### config.mk
export PLATFORM = sky130hd
export DESIGN_NAME = pipeline_hazard_ctrl_flat
export DESIGN_NICKNAME = d
export VERILOG_FILES = /design/src/rtl/pipeline_hazard_ctrl_if.sv /design/src/rtl/pipeline_hazard_ctrl.sv /design/src/flat_wrapper.sv
export SDC_FILE = /design/constraint.sdc
export NUM_CORES = 1
export LEC_CHECK = 0
export ABC_AREA = 1
export CAP_MARGIN = 20
export CORE_MARGIN = 5
export CORE_UTILIZATION = 49
export DETAILED_ROUTE_END_ITERATION = 7
export PLACE_DENSITY = 0.84
export SYNTH_ARGS = -nofsm -noshare
export SYNTH_HDL_FRONTEND = slang
export SYNTH_SLANG_ARGS = --single-unit
### constraint.sdc
create_clock -name clk -period 3.1 [get_ports clk]
set_input_delay 0.465 -clock clk [delete_from_list [all_inputs] [get_ports clk]]
set_output_delay 0.465 -clock clk [all_outputs]
set_load 0.005 [all_outputs]
### src/rtl/pipeline_hazard_ctrl_if.sv
// Decode/branch handshake bundle between the decode stage and the hazard controller.
// The master side drives the decoded instruction and the branch resolution.
// The slave side returns the pass, PC-advance, flush and stall-count controls.
interface pipeline_hazard_ctrl_if;
    logic        dec_valid;
    logic [4:0]  dec_rs1;
    logic [4:0]  dec_rs2;
    logic        dec_rs1_en;
    logic        dec_rs2_en;
    logic [4:0]  dec_rd;
    logic        dec_rd_en;
    logic        dec_branch;
    logic        br_resolved;
    logic        br_taken;
    logic        d_pass;
    logic        d_pcincr;
    logic        flush;
    logic [15:0] stall_cnt;

    modport master (
        output dec_valid, dec_rs1, dec_rs2, dec_rs1_en, dec_rs2_en,
        output dec_rd, dec_rd_en, dec_branch, br_resolved, br_taken,
        input  d_pass, d_pcincr, flush, stall_cnt
    );

    modport slave (
        input  dec_valid, dec_rs1, dec_rs2, dec_rs1_en, dec_rs2_en,
        input  dec_rd, dec_rd_en, dec_branch, br_resolved, br_taken,
        output d_pass, d_pcincr, flush, stall_cnt
    );
endinterface

### src/rtl/pipeline_hazard_ctrl.sv
// Pipeline hazard controller: RAW stall via a 3-entry destination scoreboard
// (E, M, R stages) and branch hold/flush until execute resolves the branch.
// Optional stall-cycle counter enabled by defining HAZARD_CTRL_STALL_CNT_EN.
module pipeline_hazard_ctrl (
    input  logic                         clk,
    input  logic                         rst,
    pipeline_hazard_ctrl_if.slave        hz
);
    typedef enum logic {RUN, BR_WAIT} state_t;

    state_t      r_state;
    state_t      w_next_state;
    logic [2:0]  r_sb_valid;
    logic [4:0]  r_sb_rd [3];
    logic        w_sb0_valid;
    logic        w_hazard;
    logic        w_rs1_hit;
    logic        w_rs2_hit;
    logic        w_pass;
    logic        w_pcincr;
    logic        w_flush;

    // Source-vs-scoreboard compare; register 0 never creates a dependency.
    always_comb begin
        w_rs1_hit = 1'b0;
        w_rs2_hit = 1'b0;
        for (int unsigned k = 0; k < 3; k++) begin
            if (r_sb_valid[k] && (r_sb_rd[k] == hz.dec_rs1)) w_rs1_hit = 1'b1;
            if (r_sb_valid[k] && (r_sb_rd[k] == hz.dec_rs2)) w_rs2_hit = 1'b1;
        end
        w_hazard = hz.dec_valid &&
                   ((hz.dec_rs1_en && (hz.dec_rs1 != 5'd0) && w_rs1_hit) ||
                    (hz.dec_rs2_en && (hz.dec_rs2 != 5'd0) && w_rs2_hit));
    end

    // Next-state and zero-latency control outputs; reset forces the idle-advance pattern.
    always_comb begin
        w_next_state = r_state;
        w_pass       = 1'b0;
        w_pcincr     = 1'b1;
        w_flush      = 1'b0;
        w_sb0_valid  = 1'b0;
        if (rst) begin
            case (r_state)
                RUN: begin
                    if (hz.dec_valid) begin
                        if (w_hazard) begin
                            w_pcincr = 1'b0;
                        end else begin
                            w_pass      = 1'b1;
                            w_sb0_valid = hz.dec_rd_en && (hz.dec_rd != 5'd0);
                            if (hz.dec_branch) w_next_state = BR_WAIT;
                        end
                    end
                end
                BR_WAIT: begin
                    if (hz.br_resolved) begin
                        w_flush      = hz.br_taken;
                        w_next_state = RUN;
                    end else begin
                        w_pcincr = 1'b0;
                    end
                end
                default: w_next_state = RUN;
            endcase
        end
    end

    // State register and scoreboard shift; sb[2] falls off the end.
    always_ff @(posedge clk) begin
        if (!rst) begin
            r_state    <= RUN;
            r_sb_valid <= '0;
            r_sb_rd[0] <= '0;
            r_sb_rd[1] <= '0;
            r_sb_rd[2] <= '0;
        end else begin
            r_state    <= w_next_state;
            r_sb_valid <= {r_sb_valid[1:0], w_sb0_valid};
            r_sb_rd[0] <= hz.dec_rd;
            r_sb_rd[1] <= r_sb_rd[0];
            r_sb_rd[2] <= r_sb_rd[1];
        end
    end

    assign hz.d_pass   = w_pass;
    assign hz.d_pcincr = w_pcincr;
    assign hz.flush    = w_flush;

`ifdef HAZARD_CTRL_STALL_CNT_EN
    logic [15:0] r_stall_cnt;

    // Saturating count of cycles in which the PC was held.
    always_ff @(posedge clk) begin
        if (!rst) begin
            r_stall_cnt <= '0;
        end else if (!w_pcincr && (r_stall_cnt != 16'hFFFF)) begin
            r_stall_cnt <= r_stall_cnt + 16'd1;
        end
    end

    assign hz.stall_cnt = r_stall_cnt;
`else
    assign hz.stall_cnt = '0;
`endif
endmodule

### src/flat_wrapper.sv
// flat-port wrapper written by rule: the top's interface ports become plain ports
module pipeline_hazard_ctrl_flat 
  (clk, rst, hz_dec_valid, hz_dec_rs1, hz_dec_rs2, hz_dec_rs1_en, hz_dec_rs2_en, hz_dec_rd, hz_dec_rd_en, hz_dec_branch, hz_br_resolved, hz_br_taken, hz_d_pass, hz_d_pcincr, hz_flush, hz_stall_cnt);
  pipeline_hazard_ctrl_if hz_i ();
  input  logic clk;
  input  logic rst;
  input wire logic [$bits(hz_i.dec_valid)-1:0] hz_dec_valid;
  input wire logic [$bits(hz_i.dec_rs1)-1:0] hz_dec_rs1;
  input wire logic [$bits(hz_i.dec_rs2)-1:0] hz_dec_rs2;
  input wire logic [$bits(hz_i.dec_rs1_en)-1:0] hz_dec_rs1_en;
  input wire logic [$bits(hz_i.dec_rs2_en)-1:0] hz_dec_rs2_en;
  input wire logic [$bits(hz_i.dec_rd)-1:0] hz_dec_rd;
  input wire logic [$bits(hz_i.dec_rd_en)-1:0] hz_dec_rd_en;
  input wire logic [$bits(hz_i.dec_branch)-1:0] hz_dec_branch;
  input wire logic [$bits(hz_i.br_resolved)-1:0] hz_br_resolved;
  input wire logic [$bits(hz_i.br_taken)-1:0] hz_br_taken;
  output wire logic [$bits(hz_i.d_pass)-1:0] hz_d_pass;
  output wire logic [$bits(hz_i.d_pcincr)-1:0] hz_d_pcincr;
  output wire logic [$bits(hz_i.flush)-1:0] hz_flush;
  output wire logic [$bits(hz_i.stall_cnt)-1:0] hz_stall_cnt;
  assign hz_i.dec_valid = hz_dec_valid;
  assign hz_i.dec_rs1 = hz_dec_rs1;
  assign hz_i.dec_rs2 = hz_dec_rs2;
  assign hz_i.dec_rs1_en = hz_dec_rs1_en;
  assign hz_i.dec_rs2_en = hz_dec_rs2_en;
  assign hz_i.dec_rd = hz_dec_rd;
  assign hz_i.dec_rd_en = hz_dec_rd_en;
  assign hz_i.dec_branch = hz_dec_branch;
  assign hz_i.br_resolved = hz_br_resolved;
  assign hz_i.br_taken = hz_br_taken;
  assign hz_d_pass = hz_i.d_pass;
  assign hz_d_pcincr = hz_i.d_pcincr;
  assign hz_flush = hz_i.flush;
  assign hz_stall_cnt = hz_i.stall_cnt;
  pipeline_hazard_ctrl u_core (.clk(clk), .rst(rst), .hz(hz_i));
endmodule
---- Word-level counts from Yosys, hierarchy flattened ----
Memories as Yosys holds them, arrays and structs flattened.
Cells that the tools add are included.
word-level totals
  bits in registers ....................... 4
  bits in writable memories ............... 15
  input port bits ......................... 24
  memories kept ........................... 1
cells by class
  eq/ne operators ......................... 6
  mux-type cells .......................... 27
  bitwise logic cells ..................... 6
  reduce and logical (&&, ||, !) cells .... 17
memories
  memory          words  width  rd ports  clocked after Yosys merged registers in  write ports  line                        RTL
  u_core.r_sb_rd  3      5      3         0                                        3            pipeline_hazard_ctrl.sv:14  logic [4:0] r_sb_rd [3];
operators by type and width
  kind                                count
  5-bit equality test                 6
  1-bit 2-to-1 mux                    22
  5-bit 2-to-1 mux                    3
  5-bit nonzero test                  3
  1-bit logical AND                   12
  1-bit case mux with 2 select lines  2
  4-bit OR reduction                  1
  1-bit inverter                      3
  1-bit OR                            3
  1-bit logical OR                    1

---- Longest topological paths before layout ----
Gate-level depths: netlist (run 1).
An unclocked memory read counts as a cell.
  word-level depth ........................ 13
  depth in mapped cells ................... 11
  gate-level depth less buffers ........... 11

---- Least setup slack after synthesis (run 1) ----
No wires, ideal clock.
  path kind ............................... input to output
  start ................................... in hz_dec_rs1[2]
  end ..................................... out hz_d_pcincr
  arrival time ............................ 1.105 ns
  slack ................................... 1.530 ns
  stages on the path ...................... 10
  path buffers ............................ 0
  cells stage by stage .................... inv_1 > nor2_1 > a21oi_1 > nand3_1 > nand3_1 > nand2_2 > nand2_1 > nand2_1 > nand2_1 > nand2_1
on the way
  cells in the longest elaborated chain, start to end .. 12
  elaborated cells between the ends (all ways) .. 18
ends and longest elaborated chain
  element                               line                        RTL
  from (decl)                           flat_wrapper.sv:8           input wire logic [$bits(hz_i.dec_rs1)-1:0] hz_dec_rs1;
  5-bit equality test                   pipeline_hazard_ctrl.sv:28  if (r_sb_valid[k] && (r_sb_rd[k] == hz.dec_rs1)) w_rs1_hit = 1'b1;
  1-bit logical AND                     pipeline_hazard_ctrl.sv:28
  1-bit 2-to-1 mux (3 in a row)         pipeline_hazard_ctrl.sv:28
  1-bit logical AND *                   pipeline_hazard_ctrl.sv:32  ((hz.dec_rs1_en && (hz.dec_rs1 != 5'd0) && w_rs1_hit) ||
  1-bit logical OR *                    pipeline_hazard_ctrl.sv:32
  1-bit logical AND *                   pipeline_hazard_ctrl.sv:31  w_hazard = hz.dec_valid &&
  1-bit 2-to-1 mux *                    pipeline_hazard_ctrl.sv:47  if (w_hazard) begin
  1-bit 2-to-1 mux *                    pipeline_hazard_ctrl.sv:46  if (hz.dec_valid) begin
  1-bit case mux with 2 select lines *  pipeline_hazard_ctrl.sv:44  case (r_state)
  1-bit 2-to-1 mux *                    pipeline_hazard_ctrl.sv:43  if (rst) begin
  to (decl)                             flat_wrapper.sv:18          output wire logic [$bits(hz_i.d_pcincr)-1:0] hz_d_pcincr;
Every way passes the cells marked *; elsewhere a longest branch is shown, timed or not.

---- Worst setup path in the final report (run 1) ----
  start ................................... in hz_dec_rs2[4]
  end ..................................... out hz_d_pcincr
on the way
  cells in the longest elaborated chain, start to end .. 12
  elaborated cells between the ends (all ways) .. 18
ends and longest elaborated chain
  element                               line                        RTL
  from (decl)                           flat_wrapper.sv:9           input wire logic [$bits(hz_i.dec_rs2)-1:0] hz_dec_rs2;
  5-bit equality test                   pipeline_hazard_ctrl.sv:29  if (r_sb_valid[k] && (r_sb_rd[k] == hz.dec_rs2)) w_rs2_hit = 1'b1;
  1-bit logical AND                     pipeline_hazard_ctrl.sv:29
  1-bit 2-to-1 mux (3 in a row)         pipeline_hazard_ctrl.sv:29
  1-bit logical AND *                   pipeline_hazard_ctrl.sv:33  (hz.dec_rs2_en && (hz.dec_rs2 != 5'd0) && w_rs2_hit));
  1-bit logical OR *                    pipeline_hazard_ctrl.sv:32
  1-bit logical AND *                   pipeline_hazard_ctrl.sv:31
  1-bit 2-to-1 mux *                    pipeline_hazard_ctrl.sv:47
  1-bit 2-to-1 mux *                    pipeline_hazard_ctrl.sv:46
  1-bit case mux with 2 select lines *  pipeline_hazard_ctrl.sv:44
  1-bit 2-to-1 mux *                    pipeline_hazard_ctrl.sv:43
Marked as above.

==> results of run 1 <==
## worst max-delay path by stage
stage	startpoint	to	slack, ps	cells after the start
floorplan	hz_dec_rs1[2]	hz_d_pcincr	1530	10
global placement	hz_dec_rs1[1]	hz_d_pcincr	400	13
detailed placement	hz_dec_rs1[1]	hz_d_pcincr	370	13
CTS	hz_dec_rs1[1]	hz_d_pcincr	370	13
global route	hz_dec_rs1[2]	hz_d_pcincr	180	11
finish	hz_dec_rs2[4]	hz_d_pcincr	380	12
## per-stage QoR
step / worst slack, ps / utilization [%] / cells / hold slack [ps]
final: 384 / 62.3 / 291 / 458
after global routing: 182 / 62.3 / 291 / 463
after CTS: 371 / 62.3 / 291 / 460
after detailed placement: 371 / 61.2 / 287 / 445
after global placement: 399 / 61.2 / 287 / 437
after floorplan: 1530 / - / 248 / 429
## worst max-delay path: stages
cell	delay, ps
clkdlybuf4s50_1	540
inv_2	70
o21ai_0	150
nor2_1	80
nand3_1	90
nand3_2	70
nand2_2	80
nand2_1	50
nand2_1	50
nand2_1	40
nand2_1	50
clkdlybuf4s50_1	510
## cell usage after synthesis
library cell	number
nand3_2	1
buf_2	1
buf_1	1
nand3_1	9
nor2_1	25
nand3b_1	1
dfxtp_1	19
a21oi_1	2
or4_1	1
o21ai_0	8
inv_2	7
nand2_2	2
nand4_1	3
nor2_2	1
nand2_1	96
inv_1	39
conb_1	1
buf_4	16
## cell families after synthesis
family / after synthesis / synth area share, %
AO/OA/AOI/OAI: 10 / 3.86
AND/OR/NAND/NOR: 139 / 43.3
other: 1 / 0.289
flip-flops: 19 / 29.3
buffers and inverters: 64 / 23.2
## layer usage
metal | GRT usage, % | vias to the layer above
li1 | - | 705
met1 | 21.5 | 562
met2 | 27.0 | 37
met3 | 3.35 | 5
met4 | 5.45 | 0
met5 | 0 | -
## placed cells by master (no fill, tap or decap), drive strengths merged, types with 2 or more instances in the layout
master	Yosys	routed
nand2	98	98
dfxtp	19	19
conb	1	16
o21ai	8	8
nand3	10	10
a21oi	2	2
clkbuf	0	4
inv	46	46
clkdlybuf4s50	0	26
nand4	3	3
nor2	26	26
## cell type report
cell class / count / area, um2 / share of cell area, %
tap: 30 / 37.5 / 2.41
sequential: 19 / 380 / 24.4
multi-input combinational: 165 / 672 / 43.2
timing repair buffer: 27 / 268 / 17.2
clock buffer: 4 / 26.3 / 1.69
inverter: 46 / 173 / 11.1
## power groups by stage
| stage | logic [mW] | clock network, mW | registers [mW] |
|---|---|---|---|
| final | 0.109 | 0.121 | 0.263 |
| after global routing | 0.124 | 0.136 | 0.265 |
| after CTS | 0.109 | 0.127 | 0.263 |
| after detailed placement | 0.108 | 0 | 0.269 |
| after global placement | 0.107 | 0 | 0.269 |
| after floorplan | 0.0725 | 0 | 0.266 |
## flip-flops by register name, summed over array words and instances (netlist names)
| register | flops |
|---|---|
| u_core.r_sb_rd | 15 |
| u_core.r_sb_valid | 3 |
| u_core.r_state | 1 |
==> metrics.md, run 1 <==
| Metric | Value |
|---|---|
| R2R cell count | 9 |
| Tightest Hold Check Type | flip-flop to flip-flop |
| Most area-consuming cells after synthesis | dfxtp_1 29%, nand2_1 28%, inv_1 11% |
| Startpoint Class | input port |
| Clock latency at the later pin of the worst-skew pair | 290 ps |
| Port Buf Inserts | 26 |
| Power Density | 317 mW/mm2 |
| Setup TNS | 0 ps |
| Congestion Overflow GR | 0 |
| Residual DRC | 0 |
| Max Clk Rate | 368 MHz |
| Initial Utilization | 51.9% |
| Routed WL | 2880 um |
| DRT Pass-1 Iters | 4 |
| RSZ-0062 raised after global routing | false |
| Routed wl met3 | 208 um |
| CTS max path bufs | 2 |
| GRT Resource Usage Total | 16.4% |
| Yosys top cell by area | dfxtp_1 |
| Clock Power Share | 24.6% |
| Final hold violation count | 0 |
| FP Rows | 18 |
| Final ANT Viol Nets | 0 |
| Hold-fix buffers, CTS | 0 |
| TritonCTS clock tree | built |
| Internal power | 0.355 mW |
| Lkg Pwr | 0.909 nW |
| DR WL met2 | 1290 um |
| HPWL after detailed placement | 2450 um |
| Clock Skews | 6.53 ps |
| WL/cell | 9.90 um |
| Post-layout instance area | 0.00156 mm2 |
| Crit path kind | input port to output port |
| Antenna Cells | 0 |
| Sw Pwr | 0.138 mW |
| Synth top area share | 29.3% |
| Yosys reg bits | 19 |
| Vias | 1309 |
| Htree depth | 1 |
| Antenna violations before repair | 0 |
| Area growth, synth to finish | 20.0% |
| Number of global-route vias before repair | 1117 |
| Nets | 286 |
| Worst Hold Launch | u_core.r_sb_rd[0][6]$_SDFF_PN0_ |
| Metal-1 WL | 1330 um |
| Via density | 4.50 |
| 1st-iter DRT viols | 68 |
| Required time worst endpoint | 2630 ps |
| Sequential area share after synthesis | 29.3% |
| Tot Pwr | 0.494 mW |
| Yosys warning count | 0 |
| First-pass GRT wire length | 4530 um |
| Logic pwr share | 22.1% |
| R2R Setup Slk | 1880 ps |
| Hold Path End | u_core.r_sb_rd[0][11]$_SDFF_PN0_ |
| IR drop worst, VDD | 0.226 mV |
| Post-CTS Setup Bufs | 0 |
| Avg Cell Area, Syn | 5.57 um2 |
| Period utilization | 87.6% |
| Placed Area | 0.00153 mm2 |
| Max-cap viol count | 0 |
| Sink Count | 19 |
| Num CTS Buffers | 3 |
| Distinct cells, synth | 18 |
| Hold path depth | 2 |
| Die height | 61.5 um |
| Flop pwr share | 53.3% |
| Element type at the critical path end | output port |
| Net Sw Frac | 28.0% |
| CTS Root Cell | clkbuf_4 |
| RR Endpoint | u_core.r_sb_valid[0]$_SDFF_PP0_ |
| Cell Area, Synth | 0.00130 mm2 |
| Status | finished, final reports clean |
| Clock transition at the registers of the reported paths | 90 ps |
| CORE AREA | 0.00250 mm2 |
| Minimum clock period | 2720 ps |
| Slew Limit Fails | 0 |
| Die X-Extent | 61.5 um |
| Critical R2R Launch | u_core.r_sb_rd[0][11]$_SDFF_PN0_ |
| Gp weighted congestion | 0.888 |
| Crit path DAT | 2250 ps |
| Fill cell count | 255 |
| Setup-failing EPs final | 0 |
| Highest layer used for signal routing | met4 |
| # IOs | 43 |
| CTS resizes | 0 |
| Crit-path max FO | 4 |
| Area of the die | 0.00378 mm2 |
| Cells after Synth | 233 |
| Largest net degree at the start of global routing | 20 |
| Share of cells above drive strength 1 | 5.75% |
No activity file was read; power rests on OpenSTA's default activity.
==> run 2, diff against run 1 <==
- SETUP_SLACK_MARGIN: unset -> 0.3
==> metrics.md, run 2 (synthesized netlist as in run 1, its figures left out) <==
| Metric | Value |
|---|---|
| Kind of cell adding the most delay to the critical path | buffers and inverters |
| Crit-path max FO | 3 (-1) |
| Residual DRC | 0 (unchanged) |
| Crit path kind | flip-flop to output port |
| GRT Resource Usage Total | 16.4% (unchanged) |
| CTS max path bufs | 2 (unchanged) |
| Element type at the critical path end | output port |
| Antenna violations before repair | 0 (unchanged) |
| CP bufs+invs | 2 (-1) |
| Setup TNS | 0 ps (unchanged) |
| CTS Root Cell | clkbuf_4 |
| Register bank with the most flops | u_core.r_sb_rd |
| Via density | 4.47 (-0.53%) |
| # IOs | 43 (unchanged) |
| Routed WL | 2900 um (+0.52%) |
| Crit path top cell by count | nand2_1 |
| Clock latency at the later pin of the worst-skew pair | 300 ps (about the same) |
| Antenna Cells | 0 (unchanged) |
| Area of the die | 0.00378 mm2 (unchanged) |
| Max-cap viol count | 0 (unchanged) |
| Post-CTS Setup Bufs | 0 (unchanged) |
| Largest net degree at the start of global routing | 20 (unchanged) |
| Lkg Pwr | 0.998 nW (+9.7%) |
| Minimum clock period | 2400 ps (-313 ps) |
| Sink Count | 19 (unchanged) |
| Die X-Extent | 61.5 um (unchanged) |
| Worst path cell trace | inv_1 > o21ai_0 > nor2_1 > nand3_1 > nand3_2 > nand2_2 > nand2_1 > nand2_1 > nand2_1 > nand2_1 > clkdlybuf4s50_1 |
| Share of cells above drive strength 1 | 6.90% (+1.1 points) |
| RSZ-0062 raised after global routing | false |
| Final hold violation count | 0 (unchanged) |
| Routed wl met3 | 236 um (+13%) |
| Period utilization | 77.5% (-10 points) |
| Vias | 1302 (-0.53%) |
| TritonCTS clock tree | built |
| HPWL after detailed placement | 2450 um (unchanged) |
| DRT Pass-1 Iters | 4 (unchanged) |
| Clock Skews | 6.81 ps (+0.278 ps) |
| Hold path depth | 2 (unchanged) |
| Final ANT Viol Nets | 0 (unchanged) |
| Area growth, synth to finish | 21.9% |
| Number of global-route vias before repair | 1117 (unchanged) |
| Power Density | 312 mW/mm2 (-1.7%) |
| Setup WS pre-CTS | 371 ps (unchanged) |
| Num CTS Buffers | 3 (unchanged) |
| WL/cell | 9.96 um (+0.52%) |
| Core Util, Final | 63.3% (+1.0 points) |
| Max Clk Rate | 416 MHz (+13%) |
| Setup-failing EPs final | 0 (unchanged) |
| Tightest Hold Check Type | flip-flop to flip-flop |
| Most frequent cells in the layout | 96 x nand2_1, 36 x inv_1, 25 x nor2_1 |
| First-pass GRT wire length | 4530 um (unchanged) |
| Metal-1 WL | 1310 um (-1.6%) |
| Crit-path slowest cell | clkdlybuf4s50_1 |
| IR drop worst, VDD | 0.234 mV (+3.9%) |
| Crit path DAT | 1940 ps (-310 ps) |
| Startpoint Class | flip-flop |
| Htree depth | 1 (unchanged) |
| Instance count on the critical path | 11 (-1) |
| Gp weighted congestion | 0.888 (unchanged) |
| Status | finished, final reports clean |
| Largest stage delay, worst path | 510 ps (-30 ps) |
| DR WL met2 | 1300 um (+0.77%) |
| Initial Utilization | 51.9% (unchanged) |
| Nets | 286 (unchanged) |
| R2R cell count | 9 (unchanged) |
| CORE AREA | 0.00250 mm2 (unchanged) |
| Highest layer used for signal routing | met4 |
| Max reg flops | 15 (unchanged) |
| Fill cell count | 248 (-2.7%) |
| Port Buf Inserts | 26 (unchanged) |
| Cell Count, Final, Fillers Out | 291 (unchanged) |
| Die height | 61.5 um (unchanged) |
| Clock transition at the registers of the reported paths | 90 ps (about the same) |
| Congestion Overflow GR | 0 (unchanged) |
| Dpl cells | 287 (unchanged) |
| FP Rows | 18 (unchanged) |
| Commonest non-fill, non-tap cell in the layout | nand2_1 |
| Worst setup margin | 698 ps (+313 ps) |
| Regs by FF count | u_core.r_sb_rd x15, u_core.r_sb_valid x3, u_core.r_state x1 |
| Tot Pwr | 0.493 mW (-0.12%) |
| 1st-iter DRT viols | 55 (-19%) |
| Slew Limit Fails | 0 (unchanged) |
| Required time worst endpoint | 2630 ps (about the same) |
-- run 2: changes by cell type in the layout (fill, tap and decap cells not counted) --
cell	delta
clkdlybuf4s50_1	-10
dlymetal6s2s_1	+10
inv_1	-3
inv_2	+3
o21ai_0	-2
o21ai_1	+2
-- run 2: per-stage QoR --
stage	hold slack, ps	cell area (um2)
detailed placement	445	1530
global route	463	1580
global placement	437	1530
floorplan	429	1350
CTS	460	1560
finish	458	1580
-- run 2: area by class of cell --
class	count	area [um2]	area share (%)
sequential	19	380	24.1
tap	30	37.5	2.37
multi-input combinational	165	672	42.5
inverter	46	173	10.9
timing repair buffer	27	293	18.5
clock buffer	4	26.3	1.66
-- run 2: worst min-delay path, cell delays in order (launching register included) --
cell     delay [ps]
dfxtp_1         330
nand2_1          60
inv_1            30
-- run 2: worst paths after layout --
path / slack, ps / end / start
max reg2reg: 1880 / u_core.r_sb_valid[0]$_SDFF_PP0_ / u_core.r_sb_rd[0][11]$_SDFF_PN0_
min reg2reg: 460 / u_core.r_sb_rd[0][11]$_SDFF_PN0_ / u_core.r_sb_rd[0][6]$_SDFF_PN0_
max: 700 / hz_d_pcincr / u_core.r_sb_rd[0][12]$_SDFF_PN0_
min: 460 / u_core.r_sb_rd[0][11]$_SDFF_PN0_ / u_core.r_sb_rd[0][6]$_SDFF_PN0_
-- run 2: layer usage --
layer,track usage [%],up-vias
met2,27.0,43
met4,5.45,0
met1,21.5,548
li1,-,706
met5,0,-
met3,3.35,5
-- run 2: power breakdown --
| group | leakage, nW | internal [mW] | switching, mW | total [mW] |
|---|---|---|---|---|
| Sequential | 0.156 | 0.254 | 0.00924 | 0.263 |
| Combinational | 0.827 | 0.0500 | 0.0582 | 0.108 |
| Clock | 0.0150 | 0.0501 | 0.0717 | 0.122 |
-- run 2: timing repair --
| action | 4_1_cts | 5_1_grt |
|---|---|---|
| setup endpoints to repair | 0 | 2 |
| hold buffers | 0 | 0 |
| gates resized for setup | 0 | 15 |
==> run 3, diff against run 2 <==
- CORE_UTILIZATION: 49 -> 45
- PLACE_DENSITY: 0.84 -> 0.78
- clock period: 3.1 -> 2.29 ns (I/O delays scaled with it)
==> metrics.md, run 3 (synthesized netlist as in run 1, its figures left out) <==
| Metric | Value |
|---|---|
| Worst path cell trace | inv_2 > nand2_1 > o21ai_1 > nor2_1 > nand3_1 > nand3_2 > nand2_2 > nand2_1 > nand2_1 > nand2_1 > nand2_1 > buf_2 |
| Crit-path max FO | 3 (unchanged) |
| Fill cell count | 300 (+21%) |
| GR Util met2 | 24.0% (-3.1 points) |
| Crit path top cell by count | nand2_1 |
| Largest net degree at the start of global routing | 19 (-5.0%) |
| Setup WS pre-CTS | -228 ps (-599 ps) |
| HPWL after detailed placement | 2500 um (+1.9%) |
| Worst Hold Launch | u_core.r_sb_rd[0][5]$_SDFF_PN0_ |
| CTS max path bufs | 2 (unchanged) |
| Most frequent cells in the layout | 96 x nand2_1, 34 x inv_1, 23 x nor2_1 |
| Status | finished, final reports clean |
| Final hold violation count | 0 (unchanged) |
| Tot Pwr | 0.687 mW (+39%) |
| Clock latency at the later pin of the worst-skew pair | 300 ps (about the same) |
| Clock Skews | 3.02 ps (-3.78 ps) |
| CORE AREA | 0.00276 mm2 (+10%) |
| Crit path kind | flip-flop to output port |
| Minimum clock period | 1940 ps |
| Element type at the critical path end | output port |
| # IOs | 43 (unchanged) |
| Max reg flops | 15 (unchanged) |
| Vias | 1329 (+2.1%) |
| CP bufs+invs | 2 (unchanged) |
| Register area | 395 um2 (+3.9%) |
| Regs by FF count | u_core.r_sb_rd x15, u_core.r_sb_valid x3, u_core.r_state x1 |
| Final ANT Viol Nets | 0 (unchanged) |
| DRT Pass-1 Iters | 4 (unchanged) |
| GRT Resource Usage Total | 14.7% (-1.7 points) |
| Crit path DAT | 1600 ps (-340 ps) |
| Critical R2R Launch | u_core.r_sb_rd[0][14]$_SDFF_PN0_ |
| Gr busiest metal | met2 |
| Area of the die | 0.00406 mm2 (+7.4%) |
| Crit-path slowest cell | dfxtp_2 |
| Startpoint Class | flip-flop |
| Via density | 4.52 (+1.0%) |
| Lkg Pwr | 0.942 nW (-5.6%) |
| Register bank with the most flops | u_core.r_sb_rd |
| Setup-failing EPs final | 0 (unchanged) |
| Area of the multi-input gates | 692 um2 (+3.0%) |
| WHS | 452 ps (-6.01 ps) |
| Commonest non-fill, non-tap cell in the layout | nand2_1 |
| Die X-Extent | 63.7 um (+3.6%) |
| Htree depth | 1 (unchanged) |
| Share of cells above drive strength 1 | 15.6% (+8.7 points) |
| Worst setup margin | 351 ps (-346 ps) |
| RSZ-0062 raised after global routing | true |
| Met1 usage | 19.6% (-1.9 points) |
| FP Rows | 19 (+1) |
| Sink Count | 19 (unchanged) |
| Num CTS Buffers | 3 (unchanged) |
| Largest stage delay, worst path | 370 ps (-140 ps) |
| First-pass GRT wire length | 4770 um (+5.5%) |
| Residual DRC | 0 (unchanged) |
| Antenna Cells | 0 (unchanged) |
| Congestion Overflow GR | 0 (unchanged) |
| Gp weighted congestion | 0.967 (+9.0%) |
| CP Launch Point | u_core.r_sb_rd[0][12]$_SDFF_PN0_ |
| Nets | 288 (+0.70%) |
| Die height | 63.7 um (+3.6%) |
| Period utilization | 84.7% |
| Core Util, Final | 57.8% (-5.4 points) |
| IR drop worst, VDD | 0.351 mV (+50%) |
| Power Density | 430 mW/mm2 (+38%) |
| Antenna violations before repair | 0 (unchanged) |
| Post-layout instance area | 0.00160 mm2 (+0.87%) |
| Clock transition at the registers of the reported paths | 120 ps (+30 ps) |
| Port Buf Inserts | 26 (unchanged) |
| Tightest Hold Check Type | flip-flop to flip-flop |
| Hold-fix buffers, CTS | 0 (unchanged) |
| Max Clk Rate | 516 MHz |
| Met3 global-route usage | 3.91% (+0.55 points) |
| Number of global-route vias before repair | 1114 (-0.27%) |
| Setup TNS | 0 ps (unchanged) |
| Initial Utilization | 47.1% (-4.9 points) |
| Required time worst endpoint | 1950 ps (-680 ps) |
| WL/cell | 10.6 um (+6.6%) |
| CTS Root Cell | clkbuf_4 |
| Area growth, synth to finish | 23.0% |
| Placed Area | 0.00155 mm2 (+1.1%) |
| Slew Limit Fails | 0 (unchanged) |
| 1st-iter DRT viols | 93 (+69%) |
| Dpl cells | 290 (+1.0%) |
| TritonCTS clock tree | built |
| Max-cap viol count | 0 (unchanged) |
| Kind of cell adding the most delay to the critical path | simple AND/OR/NAND/NOR gates |
| Cell Count, Final, Fillers Out | 294 (+1.0%) |
| Routed WL | 3120 um (+7.7%) |
## run 3: cell types whose count changed in the layout (fill, tap and decap cells not counted), sizes merged
cell / previous run / this run
dlymetal6s2s: 10 / 0
dlygate4sd2: 0 / 9
buf: 1 / 4
clkinvlp: 0 / 1
clkdlybuf4s50: 16 / 14
clkbuf: 4 / 3
clkdlybuf4s15: 0 / 2
## run 3: layout make-up
cell class | count | area share (%)
multi-input combinational | 165 | 43.4
sequential | 19 | 24.8
clock inverter | 1 | 0.471
inverter | 46 | 10.8
clock buffer | 3 | 1.41
tap | 31 | 2.43
timing repair buffer | 29 | 16.7
## run 3: what timing repair did
item,4_1_cts,5_1_grt
gates resized for setup,23,19
setup endpoints to repair,2,2
buffers inserted,0,0
pin swaps,3,13
## run 3: power breakdown
part	switching [mW]	internal (mW)	leakage, nW	total (mW)
combinational	0.0826	0.0656	0.767	0.148
sequential	0.0136	0.345	0.161	0.359
clock	0.113	0.0666	0.0139	0.179
total	0.209	0.478	0.942	0.687
## run 3: worst min-delay path, delay by kind of cell (launching register included)
family	cells	cell delay, ps
AND/OR/NAND/NOR	1	60
flip-flops	1	340
buffers and inverters	1	30
## run 3: worst paths after layout
| check | to | slack, ps | cells past startpoint |
|---|---|---|---|
| max | hz_d_pcincr | 350 | 12 |
| min | u_core.r_sb_rd[0][10]$_SDFF_PN0_ | 450 | 2 |
| max reg2reg | u_core.r_sb_valid[0]$_SDFF_PP0_ | 1050 | 9 |
| min reg2reg | u_core.r_sb_rd[0][10]$_SDFF_PN0_ | 450 | 2 |
## run 3: layer usage
metal,routed length [um],share of wire [%]
met1,1380,44
met2,1440,46
met3,265,8.5
met4,34,1.1
met5,0,0
